===== config.mk =====
export PLATFORM = sky130hd
export DESIGN_NAME = eth_phy_10g_rx_ber_mon
export DESIGN_NICKNAME = d
export VERILOG_FILES = /design/src/rtl/eth_phy_10g_defs.sv /design/src/rtl/eth_phy_10g_rx_ber_timer.sv /design/src/rtl/eth_phy_10g_rx_ber_mon.sv
export SDC_FILE = /design/constraint.sdc
export NUM_CORES = 1
export LEC_CHECK = 0
export ABC_AREA = 1
export BUFFER_PORTS_ARGS = -buffer_cell sky130_fd_sc_hd__buf_4
export CAP_MARGIN = 20
export CORE_MARGIN = 10
export CORE_UTILIZATION = 32
export CTS_CLUSTER_DIAMETER = 50
export DETAILED_ROUTE_END_ITERATION = 12
export GPL_TIMING_DRIVEN = 1
export SLEW_MARGIN = 5
export SYNTH_ARGS = -nofsm -noshare
export SYNTH_HDL_FRONTEND = slang
export SYNTH_HIERARCHICAL = 1
export SYNTH_SLANG_ARGS = --single-unit

===== constraint.sdc =====
create_clock -name clk -period 2.2 [get_ports clk]
set_input_delay 0.11 -clock clk [delete_from_list [all_inputs] [get_ports clk]]
set_output_delay 0.11 -clock clk [all_outputs]
set_load 0.1 [all_outputs]

===== src/rtl/eth_phy_10g_defs.sv =====
// Shared 10GBASE-R PHY definitions: sync-header codes and the BER monitor
// state encodings.
package eth_phy_10g_defs;

    localparam logic [1:0] SYNC_DATA = 2'b01;
    localparam logic [1:0] SYNC_CTRL = 2'b10;

    typedef enum logic [1:0] {
        ST_INIT   = 2'd0,
        ST_TEST   = 2'd1,
        ST_HI_BER = 2'd2
    } ber_state_t;

endpackage


===== src/rtl/eth_phy_10g_rx_ber_timer.sv =====
// 125 us BER window timer: holds the reload value while loaded, counts down
// while enabled, and flags the terminal cycle while reloading in that same cycle.
module eth_phy_10g_rx_ber_timer #(
    parameter int COUNT = 19531
) (
    input  logic clk,
    input  logic i_rst,
    input  logic load,
    input  logic enable,
    output logic expire
);

    localparam int TW = (COUNT > 1) ? $clog2(COUNT) : 1;
    localparam logic [TW-1:0] RELOAD = TW'(COUNT - 1);

    logic [TW-1:0] count;

    always_ff @(posedge clk) begin
        if (i_rst || load) begin
            count <= RELOAD;
        end else if (enable) begin
            count <= (count == '0) ? RELOAD : count - 1'b1;
        end
    end

    assign expire = enable && (count == '0);

endmodule


===== src/rtl/eth_phy_10g_rx_ber_mon.sv =====
// 10GBASE-R RX BER monitor: counts invalid sync headers per 125 us window and
// declares high BER once the per-window count reaches BER_THRESH.
module eth_phy_10g_rx_ber_mon
    import eth_phy_10g_defs::*;
#(
    parameter int HDR_WIDTH   = 2,
    parameter int COUNT_125US = 19531,
    parameter int BER_THRESH  = 16
) (
    input  logic                 clk,
    input  logic                 i_rst,
    input  logic [HDR_WIDTH-1:0] i_serdes_rx_hdr,
    input  logic                 i_rx_block_lock,
    output logic                 o_rx_high_ber,
    output logic [5:0]           o_ber_count,
    output logic                 o_window_done
);

    localparam int CW = $clog2(BER_THRESH + 1);
    localparam logic [CW-1:0] THRESH_MAX = CW'(BER_THRESH);

    ber_state_t state, next_state;

    logic [CW-1:0] thresh_cnt, thresh_next;
    logic [5:0]    report_cnt, report_next;
    logic          run, load, expire, hdr_invalid;

    assign run  = i_rx_block_lock && (state != ST_INIT);
    assign load = !i_rx_block_lock || (state == ST_INIT);
    assign hdr_invalid = !((i_serdes_rx_hdr == HDR_WIDTH'(SYNC_DATA)) ||
                           (i_serdes_rx_hdr == HDR_WIDTH'(SYNC_CTRL)));

    eth_phy_10g_rx_ber_timer #(
        .COUNT (COUNT_125US)
    ) u_timer (
        .clk    (clk),
        .i_rst  (i_rst),
        .load   (load),
        .enable (run),
        .expire (expire)
    );

    // Counter values including this cycle's header, so the expiry cycle's header
    // belongs to the window that is closing.
    always_comb begin
        thresh_next = thresh_cnt;
        report_next = report_cnt;
        if (run && hdr_invalid) begin
            if (thresh_cnt != THRESH_MAX) thresh_next = thresh_cnt + 1'b1;
            if (report_cnt != 6'd63)      report_next = report_cnt + 1'b1;
        end
    end

    always_comb begin
        next_state = state;
        if (!i_rx_block_lock) begin
            next_state = ST_INIT;
        end else begin
            case (state)
                ST_INIT:   next_state = ST_TEST;
                ST_TEST:   if (thresh_next == THRESH_MAX) next_state = ST_HI_BER;
                ST_HI_BER: if (expire && thresh_next != THRESH_MAX) next_state = ST_TEST;
                default:   next_state = ST_INIT;
            endcase
        end
    end

    always_ff @(posedge clk) begin
        if (i_rst) state <= ST_INIT;
        else       state <= next_state;
    end

    // Loss of lock clears everything alongside reset; window counters restart
    // from zero on every expiry.
    always_ff @(posedge clk) begin
        if (i_rst || !i_rx_block_lock) begin
            thresh_cnt    <= '0;
            report_cnt    <= '0;
            o_rx_high_ber <= 1'b0;
            o_ber_count   <= '0;
            o_window_done <= 1'b0;
        end else begin
            o_window_done <= expire;
            o_rx_high_ber <= (next_state == ST_HI_BER);
            if (expire) begin
                o_ber_count <= report_next;
                thresh_cnt  <= '0;
                report_cnt  <= '0;
            end else begin
                thresh_cnt  <= thresh_next;
                report_cnt  <= report_next;
            end
        end
    end

endmodule


==> run_results.csv <==
group,metric,value,unit
synth,syn-cell-area,0.00186,sq mm
global_route,grt_pass1_vias,1567,
setup_path,slowest_delay,0.37,ns
clock_network,cts_buffer_depth,2,
detailed_routing,initialDrtViolationCount,54,
place,dp_slack,0.515,ns
min_path,hold_class,"input port to flop",
power_and_ir_drop,power_density,592,mW/mm^2
sta,holdWs,0.00408,ns
power_and_ir_drop,p_total,1.27,mW
final_layout,n_fill_cell,573,
place,place_area,0.00204,sq mm
die,core_region_area,0.00557,sq mm
place,hpwl,2720,microns
run_status,outcome,"finished clean",
detailed_routing,ant_nets,0,
sta,period_share,0.764,
clock_network,cts-resized-gates,0,
sta,fin_skew,0.00505,ns
place,gp_congestion,0.841,
global_route,track_usage,0.0876,
clock_network,cts_buffers,5,
final_layout,final_area,0.00215,sq mm
die,core.rowCount,27,
sta,rsz0062_at_grt,"false",
detailed_routing,drt_first_pass_iters,5,
synth,yosysWarningCount,6,
die,start_util,0.334,
clock_network,cts.sinks,36,
final_layout,n_antenna_cell,0,
global_route,grt-ovfl-total,0,
sta,slew_violations,0,
setup_path,worstSetupPathType,"flop to flop",
clock_network,worstSkewPairLatency,0.28,ns
sta,hold_viol,0,
setup_path,critPathBufInv,1,
detailed_routing,wl_per_cell,10.0,microns
clock_network,clkSlewWorstSetupHoldPaths,0.07,ns
die,die_h,96.3,microns
setup_path,timing.critical_path.mode_cell,"nor2_1",
synth,yosysUniqueCellTypes,27,
sta,relSlewSlack,0.821,
synth,ys_ff_latch,36,
final_layout,synthToLayoutAreaGrowth,15.4,%
setup_path,worstPathRequired,2.43,ns
clock_network,h-tree-depth,2,
global_route,antenna_found_initial,0,
sta,fmax,595,MHz
detailed_routing,vias_per_cell,4.46,
die,die_area,0.00927,sq mm
run,maxCapViolCount,0,
setup_path,crit_path_cell_trace,"nor2_1 -> nor2_4 -> nand3_1 -> nor2_4 -> nand2_2 -> inv_1 -> nor2_1 -> nor3b_1 -> nand2_1 -> nor2_1",
setup_path,worstSetupStartpointType,"flop",
synth,yosysSeqAreaShare,0.387,
clock_network,holdBufCountCts,0,
setup_path,path_max_fanout,8,
final_layout,layoutNonFillerInstCount,353,
die,ios,13,
global_route,grt_pass1_wl,6580,microns
final_layout,fin_util,0.386,
die,fp.dieW,96.3,microns
detailed_routing,drc,0,
setup_path,setup.worst_path.end_class,"flop",
setup_path,path_delay_family,"simple AND/OR/NAND/NOR gates",
sta,layout_setup_ws,0.519,ns
place,placedCellCount,345,
clock_network,postCtsSetupBuffers,0,
synth,synthCells,261,
place,port_buffers,12,
sta,min_period,1.68,ns
detailed_routing,drt-total-wl,3540,microns
setup_path,arrival,1.91,ns
final_layout,fin_nets,290,
power_and_ir_drop,ir_worst_vdd,0.302,mV
clock_network,cts_tree,"built",
clock_network,cts_root_buf,"clkbuf_8",
sta,fin_setup_tns,0,ns
sta,tightest_slew,0.268,ns
power_and_ir_drop,leakage,0.963,nW
global_route,grt_max_degree,12,
final_layout,layout-drive-gt1-share,0.164,
sta,setup_viol_count_final,0,
synth,synth_nets,271,
setup_path,critPathSlowestCell,"dfxtp_1",
detailed_routing,vias,1573,
synth,synth_area_per_cell,7.14,sq um
-- cells in the final DEF (no fill, tap or decap), types with 5 or more instances in the layout --
| cell type | n |
|---|---|
| clkbuf_8 | 5 |
| nand2_1 | 67 |
| o21ai_1 | 7 |
| ha_1 | 5 |
| a21oi_1 | 15 |
| nand3_1 | 21 |
| xor2_1 | 5 |
| inv_1 | 33 |
| buf_4 | 12 |
| dfxtp_1 | 36 |
| nand2_2 | 8 |
| nor2_1 | 31 |
-- Yosys cell counts (all sizes together) --
cell     number  share of area
xnor2         1         0.0047
ha            5          0.034
nand3        22          0.062
nand2        77           0.17
o21ai         8          0.021
dfxtp        36           0.39
nor2         41           0.12
nand3b        2         0.0081
nand4         4          0.013
inv          37          0.075
a21oi        16          0.049
o2111ai       1         0.0047
or2           3          0.010
xor2          5          0.024
mux2i         1         0.0054
and2          1         0.0034
nor3b         1         0.0040
-- final cells by class --
type | count | area (sq um) | area share
clock inverter | 2 | 35.0 | 0.0163
timing repair buffer | 12 | 90.1 | 0.0419
sequential | 36 | 721 | 0.335
tap | 72 | 90.1 | 0.0419
clock buffer | 6 | 72.6 | 0.0337
multi-input combinational | 188 | 1000 | 0.467
inverter | 37 | 139 | 0.0646
-- sequential cells by signal, indices dropped and copies added, names as in the netlist --
signal / cells
u_timer/count: 15
o_ber_count: 6
report_cnt: 6
thresh_cnt: 5
state: 2
o_rx_high_ber: 1
o_window_done: 1
-- worst paths after layout --
kind	slack, ns	cells after the start	to	start
setup reg to reg	0.52	10	state[0]	state[0]
setup / recovery	0.52	10	state[0]	state[0]
hold / removal	0.004	2	state[0]	i_rst
hold reg to reg	0.46	2	o_ber_count[5]	o_ber_count[5]
-- where the power goes --
| group | internal [mW] | switching, mW |
|---|---|---|
| Clock | 0.336 | 0.235 |
| Combinational | 0.0155 | 0.0331 |
| Sequential | 0.653 | 0.00174 |
| Total | 1.00 | 0.269 |
-- per-layer routing --
metal,share of wire,track usage,vias up,wire length [microns]
met5,0,0,-,0
met4,0.0096,0.0315,0,34
met3,0.039,0.0233,5,137
met2,0.48,0.150,22,1690
met1,0.47,0.102,690,1680
li1,-,-,856,-
-- logic make-up (layout without fill, tap and decap cells) --
| kind of cell | count (synthesis) | count (layout) | share of synthesized area |
|---|---|---|---|
| simple gates | 151 | 151 | 0.396 |
| fa+ha+maj | 5 | 5 | 0.0336 |
| mux | 1 | 1 | 0.00537 |
| buf+inv | 37 | 57 | 0.0745 |
| xor+xnor | 6 | 6 | 0.0282 |
| flops | 36 | 36 | 0.387 |
| compound gates | 25 | 25 | 0.0752 |
No activity file was read; power rests on OpenSTA's default activity.
